--- config.mk ---
export PLATFORM = sky130hd
export DESIGN_NAME = div_n_reg_slave
export DESIGN_NICKNAME = d
export VERILOG_FILES = /design/src/rtl/div_n_reg_pkg.sv /design/src/rtl/div_n_sat_cnt.sv /design/src/rtl/div_n_reg_slave.sv
export SDC_FILE = /design/constraint.sdc
export NUM_CORES = 1
export LEC_CHECK = 0
export BUFFER_PORTS_ARGS = -buffer_cell sky130_fd_sc_hd__buf_2
export CORE_ASPECT_RATIO = 0.6
export CORE_MARGIN = 2
export CORE_UTILIZATION = 55
export CTS_CLUSTER_SIZE = 20
export DETAILED_ROUTE_END_ITERATION = 8
export PLACE_DENSITY = 0.78
export SYNTH_ARGS = -nofsm -noshare
export SYNTH_HDL_FRONTEND = slang
export SYNTH_HIERARCHICAL = 1
export SYNTH_SLANG_ARGS = --single-unit
--- constraint.sdc ---
create_clock -name clk -period 2.9 [get_ports clk]
set_input_delay 0.145 -clock clk [delete_from_list [all_inputs] [get_ports clk]]
set_output_delay 0.145 -clock clk [all_outputs]
set_load 0.01 [all_outputs]
--- src/rtl/div_n_reg_pkg.sv ---
// div_n_reg_pkg
// Shared definitions for the divisible-by-N register slave.
//  - word addresses of every mapped register
//  - bit positions inside CTRL and STATUS
//  - packed STATUS layout (bit 0 bad_cfg, bit 1 cnt_sat)
// Also supplies default register-bus widths when the build does not set
// REG_ADDR_SZ / REG_DATA_SZ.
// Optional feature macro used elsewhere in this slice: REG_BUS_ERR_EN.

`ifndef REG_ADDR_SZ
`define REG_ADDR_SZ 8
`endif
`ifndef REG_DATA_SZ
`define REG_DATA_SZ 32
`endif

package div_n_reg_pkg;

  localparam int CTRL_ADDR      = 0;
  localparam int DIVISOR_ADDR   = 1;
  localparam int STATUS_ADDR    = 2;
  localparam int BIT_CNT_ADDR   = 3;
  localparam int MATCH_CNT_ADDR = 4;
  localparam int SCRATCH_ADDR   = 5;

  localparam int CTRL_EN_BIT    = 0;
  localparam int CTRL_CLR_BIT   = 1;

  localparam int STATUS_BAD_BIT = 0;
  localparam int STATUS_SAT_BIT = 1;

  // Field order matters: the struct is read back directly as STATUS[1:0]
  typedef struct packed {
    logic cnt_sat;
    logic bad_cfg;
  } status_t;

endpackage

--- src/rtl/div_n_sat_cnt.sv ---
// div_n_sat_cnt
// Saturating event counter used for BIT_CNT and MATCH_CNT.
// Ports:
//  clk  in   1       clock
//  rst  in   1       synchronous reset, active-high
//  inc  in   1       count one event (already gated by the caller)
//  clr  in   1       clear to zero; wins over inc, so that event is dropped
//  cnt  out  CNT_SZ  current count, holds at all-ones once reached
//  sat  out  1       single-cycle flag: this edge moves the count onto all-ones

module div_n_sat_cnt #(
  parameter int CNT_SZ = 16
) (
  input  logic              clk,
  input  logic              rst,
  input  logic              inc,
  input  logic              clr,
  output logic [CNT_SZ-1:0] cnt,
  output logic              sat
);

  localparam logic [CNT_SZ-1:0] CNT_MAX = '1;

  logic [CNT_SZ-1:0] cnt_q;
  logic [CNT_SZ-1:0] cnt_d;

  // Next count: clear first, otherwise step unless already pinned at all-ones.
  // sat fires only on the step that lands on all-ones, so a sticky status
  // bit fed from it is set exactly once per saturation.
  always_comb begin
    cnt_d = cnt_q;
    sat   = 1'b0;
    if (clr) begin
      cnt_d = '0;
    end else if (inc && (cnt_q != CNT_MAX)) begin
      cnt_d = cnt_q + CNT_SZ'(1);
      sat   = (cnt_d == CNT_MAX);
    end
  end

  // Count register.
  always_ff @(posedge clk) begin
    if (rst) begin
      cnt_q <= '0;
    end else begin
      cnt_q <= cnt_d;
    end
  end

  assign cnt = cnt_q;

endmodule

--- src/rtl/div_n_reg_slave.sv ---
// div_n_reg_slave
// Register-bus responder for the divisible-by-N IP. Holds the core
// configuration (enable, divisor), a scratch register, sticky status and two
// saturating event counters fed by the core.
// Ports:
//  clk            in   1        clock
//  rst            in   1        synchronous reset, active-high
//  reg_rd_en      in   1        read strobe
//  reg_wr_en      in   1        write strobe
//  reg_addr       in   ADDR_SZ  word address
//  reg_wr_data    in   DATA_SZ  write data
//  reg_rd_data    out  DATA_SZ  read data, registered, one cycle after reg_rd_en
//  cfg_en         out  1        CTRL.enable to core
//  cfg_divisor    out  N_SZ     DIVISOR to core
//  evt_bit_vld    in   1        core consumed one input bit
//  evt_divisible  in   1        core flagged running value divisible
//  reg_err        out  1        only with REG_BUS_ERR_EN: pulse aligned with
//                               reg_rd_data for unmapped access, write to a
//                               read-only counter, or rd+wr in one cycle
// Configuration macro: REG_BUS_ERR_EN (adds reg_err; register behaviour unchanged).

`ifndef REG_ADDR_SZ
`define REG_ADDR_SZ 8
`endif
`ifndef REG_DATA_SZ
`define REG_DATA_SZ 32
`endif

module div_n_reg_slave
  import div_n_reg_pkg::*;
#(
  parameter int ADDR_SZ = `REG_ADDR_SZ,
  parameter int DATA_SZ = `REG_DATA_SZ,
  parameter int N_SZ    = 8,
  parameter int CNT_SZ  = 16,
  parameter int DIV_RST = 3
) (
  input  logic               clk,
  input  logic               rst,
  input  logic               reg_rd_en,
  input  logic               reg_wr_en,
  input  logic [ADDR_SZ-1:0] reg_addr,
  input  logic [DATA_SZ-1:0] reg_wr_data,
  output logic [DATA_SZ-1:0] reg_rd_data,
  output logic               cfg_en,
  output logic [N_SZ-1:0]    cfg_divisor,
  input  logic               evt_bit_vld,
`ifdef REG_BUS_ERR_EN
  input  logic               evt_divisible,
  output logic               reg_err
`else
  input  logic               evt_divisible
`endif
);

  logic               en_q, en_d;
  logic [N_SZ-1:0]    div_q, div_d;
  status_t            status_q, status_d;
  logic [DATA_SZ-1:0] scratch_q, scratch_d;
  logic [DATA_SZ-1:0] rd_data_q, rd_data_d;

  logic wr_ctrl, wr_div, wr_status, wr_scratch;
  logic soft_clr;
  logic bit_inc, match_inc;
  logic bit_sat, match_sat;
  logic [CNT_SZ-1:0] bit_cnt, match_cnt;

  // Address decode for writes. soft_clr is a pure strobe: it is never stored,
  // which is why CTRL bit 1 always reads back as 0.
  always_comb begin
    wr_ctrl    = reg_wr_en && (reg_addr == ADDR_SZ'(CTRL_ADDR));
    wr_div     = reg_wr_en && (reg_addr == ADDR_SZ'(DIVISOR_ADDR));
    wr_status  = reg_wr_en && (reg_addr == ADDR_SZ'(STATUS_ADDR));
    wr_scratch = reg_wr_en && (reg_addr == ADDR_SZ'(SCRATCH_ADDR));
    soft_clr   = wr_ctrl && reg_wr_data[CTRL_CLR_BIT];
  end

  // Events count with the enable already in force; a write to CTRL only
  // affects counting from the following cycle.
  assign bit_inc   = evt_bit_vld   && en_q;
  assign match_inc = evt_divisible && en_q;

  div_n_sat_cnt #(.CNT_SZ(CNT_SZ)) u_bit_cnt (
    .clk (clk),
    .rst (rst),
    .inc (bit_inc),
    .clr (soft_clr),
    .cnt (bit_cnt),
    .sat (bit_sat)
  );

  div_n_sat_cnt #(.CNT_SZ(CNT_SZ)) u_match_cnt (
    .clk (clk),
    .rst (rst),
    .inc (match_inc),
    .clr (soft_clr),
    .cnt (match_cnt),
    .sat (match_sat)
  );

  // Configuration and scratch updates. A zero divisor would stall the core,
  // so such a write keeps the old value and is reported via bad_cfg instead.
  always_comb begin
    en_d      = en_q;
    div_d     = div_q;
    scratch_d = scratch_q;
    if (wr_ctrl) begin
      en_d = reg_wr_data[CTRL_EN_BIT];
    end
    if (wr_div && (reg_wr_data[N_SZ-1:0] != '0)) begin
      div_d = reg_wr_data[N_SZ-1:0];
    end
    if (wr_scratch) begin
      scratch_d = reg_wr_data;
    end
  end

  // Sticky status. Clears are applied first and set conditions last, so a
  // new event arriving with a write-1-to-clear keeps the bit set.
  always_comb begin
    status_d = status_q;
    if (wr_status) begin
      if (reg_wr_data[STATUS_BAD_BIT]) status_d.bad_cfg = 1'b0;
      if (reg_wr_data[STATUS_SAT_BIT]) status_d.cnt_sat = 1'b0;
    end
    if (soft_clr) begin
      status_d.cnt_sat = 1'b0;
    end
    if (wr_div && (reg_wr_data[N_SZ-1:0] == '0)) begin
      status_d.bad_cfg = 1'b1;
    end
    if (bit_sat || match_sat) begin
      status_d.cnt_sat = 1'b1;
    end
  end

  // Read mux works on the current register values, so a read colliding with
  // a write or a counter increment returns the pre-update contents. With no
  // read strobe the previous read data is held.
  always_comb begin
    rd_data_d = rd_data_q;
    if (reg_rd_en) begin
      case (reg_addr)
        ADDR_SZ'(CTRL_ADDR):      rd_data_d = DATA_SZ'(en_q);
        ADDR_SZ'(DIVISOR_ADDR):   rd_data_d = DATA_SZ'(div_q);
        ADDR_SZ'(STATUS_ADDR):    rd_data_d = DATA_SZ'(status_q);
        ADDR_SZ'(BIT_CNT_ADDR):   rd_data_d = DATA_SZ'(bit_cnt);
        ADDR_SZ'(MATCH_CNT_ADDR): rd_data_d = DATA_SZ'(match_cnt);
        ADDR_SZ'(SCRATCH_ADDR):   rd_data_d = scratch_q;
        default:                  rd_data_d = '0;
      endcase
    end
  end

  // Register bank; reset drops any access in flight.
  always_ff @(posedge clk) begin
    if (rst) begin
      en_q      <= 1'b0;
      div_q     <= N_SZ'(DIV_RST);
      status_q  <= '0;
      scratch_q <= '0;
      rd_data_q <= '0;
    end else begin
      en_q      <= en_d;
      div_q     <= div_d;
      status_q  <= status_d;
      scratch_q <= scratch_d;
      rd_data_q <= rd_data_d;
    end
  end

  assign reg_rd_data = rd_data_q;
  assign cfg_en      = en_q;
  assign cfg_divisor = div_q;

`ifdef REG_BUS_ERR_EN
  logic err_q, err_d;

  // Bus error: unmapped address, write to a read-only counter, or a
  // simultaneous read and write. Registered so it lines up with reg_rd_data.
  always_comb begin
    err_d = 1'b0;
    if ((reg_rd_en || reg_wr_en) && (reg_addr > ADDR_SZ'(SCRATCH_ADDR))) begin
      err_d = 1'b1;
    end
    if (reg_wr_en && ((reg_addr == ADDR_SZ'(BIT_CNT_ADDR)) ||
                      (reg_addr == ADDR_SZ'(MATCH_CNT_ADDR)))) begin
      err_d = 1'b1;
    end
    if (reg_rd_en && reg_wr_en) begin
      err_d = 1'b1;
    end
  end

  // Error pulse register.
  always_ff @(posedge clk) begin
    if (rst) begin
      err_q <= 1'b0;
    end else begin
      err_q <= err_d;
    end
  end

  assign reg_err = err_q;
`endif

endmodule

==> reports/metrics.yaml <==
grt:
  grt_pass1_vias: 4681
  grt_pass1_wl_mm: 25.3
  grt_max_degree: 37
  antenna_found_initial: 0
  overflow: 0
  grt_use_total: 0.302
logic_synthesis:
  synth-warning-count: 6
  syn-cell-area_um2: 5420
  post_synth.cell_area_avg_um2: 8.35
  ys_types: 59
  syn-instance-count: 649
  synthFlopType: "dfxtp_1"
  synth_edf_count: 0
  syn-num-nets: 699
  async_flop_share: 0
  ys_seq_elements: 107
  synth-seq-area-share: 0.395
run_status:
  status: "finished clean"
floorplan:
  design.portCount: 87
  core_area_um2: 9700
  die_h_um: 80.9
  placementRows: 28
  die-area_um2: 10700
  die_width_um: 132
  initial_core_util: 0.559
clock_network:
  cts_hold_buf: 0
  cts_max_level: 3
  numCtsBuffers: 9
  clk_pin_slew_ps: 70
  ctsRootBufferMaster: "clkbuf_16"
  clockBufferDepth: 2
  cts_tree: "done"
  post_cts_buffers: 0
  cts.sinks: 107
  clock_latency_ps: 350
  post_cts_resized: 0
routing:
  drc: 0
  vias_per_cell: 6.24
  vias: 5325
  antenna_left: 0
  finalWirelength_mm: 16.1
  drtIter0Drc: 591
  dr.pass1.iters: 6
  wl_per_cell_um: 18.9
sta:
  rsz0062_at_grt: "no"
  setup-violations-final: 0
  worst_pin_slew_ps: 995
  tns_ps: 0
  max_freq_mhz: 409
  fin_crit_ps: 2440
  whs_ps: 28.9
  finalMaxSlewViolations: 0
  skew_ps: 5.90
  finalCritPeriodShare: 0.842
  hold_violations: 0
  slew_headroom: 0.334
layout:
  antenna_cells: 0
  fin_nets: 764
  n_fill_cell: 864
  syn_to_final_growth_pct: 14.8
  layout-drive-gt1-share: 0.202
setup_path:
  reg2reg_slack_ps: 460
  cp_max_fo: 10
  cp-end-kind: "register"
  crit_arrival_ps: 2710
  required_ps: 3170
  setup.worst_path.start_class: "register"
  critPathKind: "register to register"
placed_design:
  io_buffers: 86
  gp_congestion: 0.915
  hpwl_mm: 11.5
power_and_ir_drop:
  p_leak_nw: 2.34
  vdd_ir_drop_max_v: 0.000311
  p_per_area_nw_per_um2: 446
flow_run:
  cap_violations: 0
worst_hold_path:
  hp-class: "input port to register"
-- power by group --
part           internal (W)  switching (W)
combinational     0.0000498      0.0000874
clock              0.000588       0.000583
sequential          0.00147    0.000000683
-- registers in the layout, summed over array words and instances (netlist names) --
| name | count |
|---|---|
| status_q | 2 |
| u_bit_cnt/cnt | 16 |
| scratch_q | 32 |
| cfg_divisor | 8 |
| cfg_en | 1 |
| reg_rd_data | 32 |
| u_match_cnt/cnt | 16 |
-- final cells by class --
class | instances | area, µm² | area share
timing repair buffer | 103 | 558 | 0.0897
sequential | 107 | 2140 | 0.344
multi-input combinational | 483 | 3040 | 0.488
clock buffer | 9 | 225 | 0.0362
clock inverter | 6 | 51.3 | 0.00825
tap | 135 | 169 | 0.0272
inverter | 10 | 37.5 | 0.00603
-- metal layers --
layer,GRT usage,wire [µm],up-vias
met5,0,0,-
met4,0.0696,106,0
met3,0.0830,1640,14
met2,0.434,6800,254
met1,0.446,7560,2559
li1,-,-,2498
-- critical path, stage by stage (launching register included) --
cell	delay [ps]
dfxtp_1	540
nand2_1	160
or4_4	570
a221o_1	310
nor4_1	440
nor4b_1	110
a211oi_1	230
-- cell families after synthesis --
logic type                 count (synthesis)  synth area share
DFF                                      107             0.395
muxes                                     35            0.0651
adders and majority gates                  4           0.00923
buffers and inverters                     59            0.0443
xor gates and xnor gates                   2           0.00323
AOI/OAI and AO/OA                        137             0.172
and+or+nand+nor                          305             0.311
-- metrics by stage --
| stage | worst slack [ps] | cells | utilization | instance area (µm²) | total power, W |
|---|---|---|---|---|---|
| after floorplan | 601 | 649 | - | 5420 | 0.00158 |
| after global placement | 478 | 838 | 0.613 | 5940 | 0.00164 |
| after detailed placement | 407 | 838 | 0.613 | 5940 | 0.00164 |
| after CTS | 476 | 853 | 0.641 | 6220 | 0.00278 |
| after global routing | 305 | 853 | 0.641 | 6220 | 0.00286 |
| final | 458 | 853 | 0.641 | 6220 | 0.00278 |
-- worst paths after layout --
| path | startpoint | end | depth (start not counted) |
|---|---|---|---|
| max | u_match_cnt/cnt[0] | status_q[1] | 6 |
| min | reg_wr_data[26] | scratch_q[26] | 3 |
| max reg2reg | u_match_cnt/cnt[0] | status_q[1] | 6 |
| min reg2reg | scratch_q[24] | scratch_q[24] | 2 |
-- synth_stat cells, types with 12 or more instances --
cell,number,area share
dfxtp_1,107,0.40
nand2b_1,20,0.023
clkbuf_1,36,0.025
nor4_1,14,0.016
nand3_1,37,0.034
a21oi_1,60,0.055
mux2i_1,33,0.061
nand2_1,108,0.075
or3_1,20,0.023
nand4_1,15,0.017
nor3_1,12,0.011
nor2_1,13,0.0090
a22o_1,22,0.036
-- cell usage in the layout (no fill, tap or decap), types with 9 or more instances in the layout --
cell	synthesis	final
buf_4	1	17
buf_2	4	86
or3_1	20	20
or4_1	10	10
nand2b_1	20	20
nor2_1	13	13
nor3_1	12	12
nand4_1	15	15
nand2_1	108	108
inv_1	10	10
a22o_1	22	22
mux2i_1	33	33
nor4_1	14	14
dfxtp_1	107	107
a21oi_1	60	60
clkbuf_16	0	9
nand3_1	37	37
nor2b_1	9	9
Power figures use the tool's default switching activity.
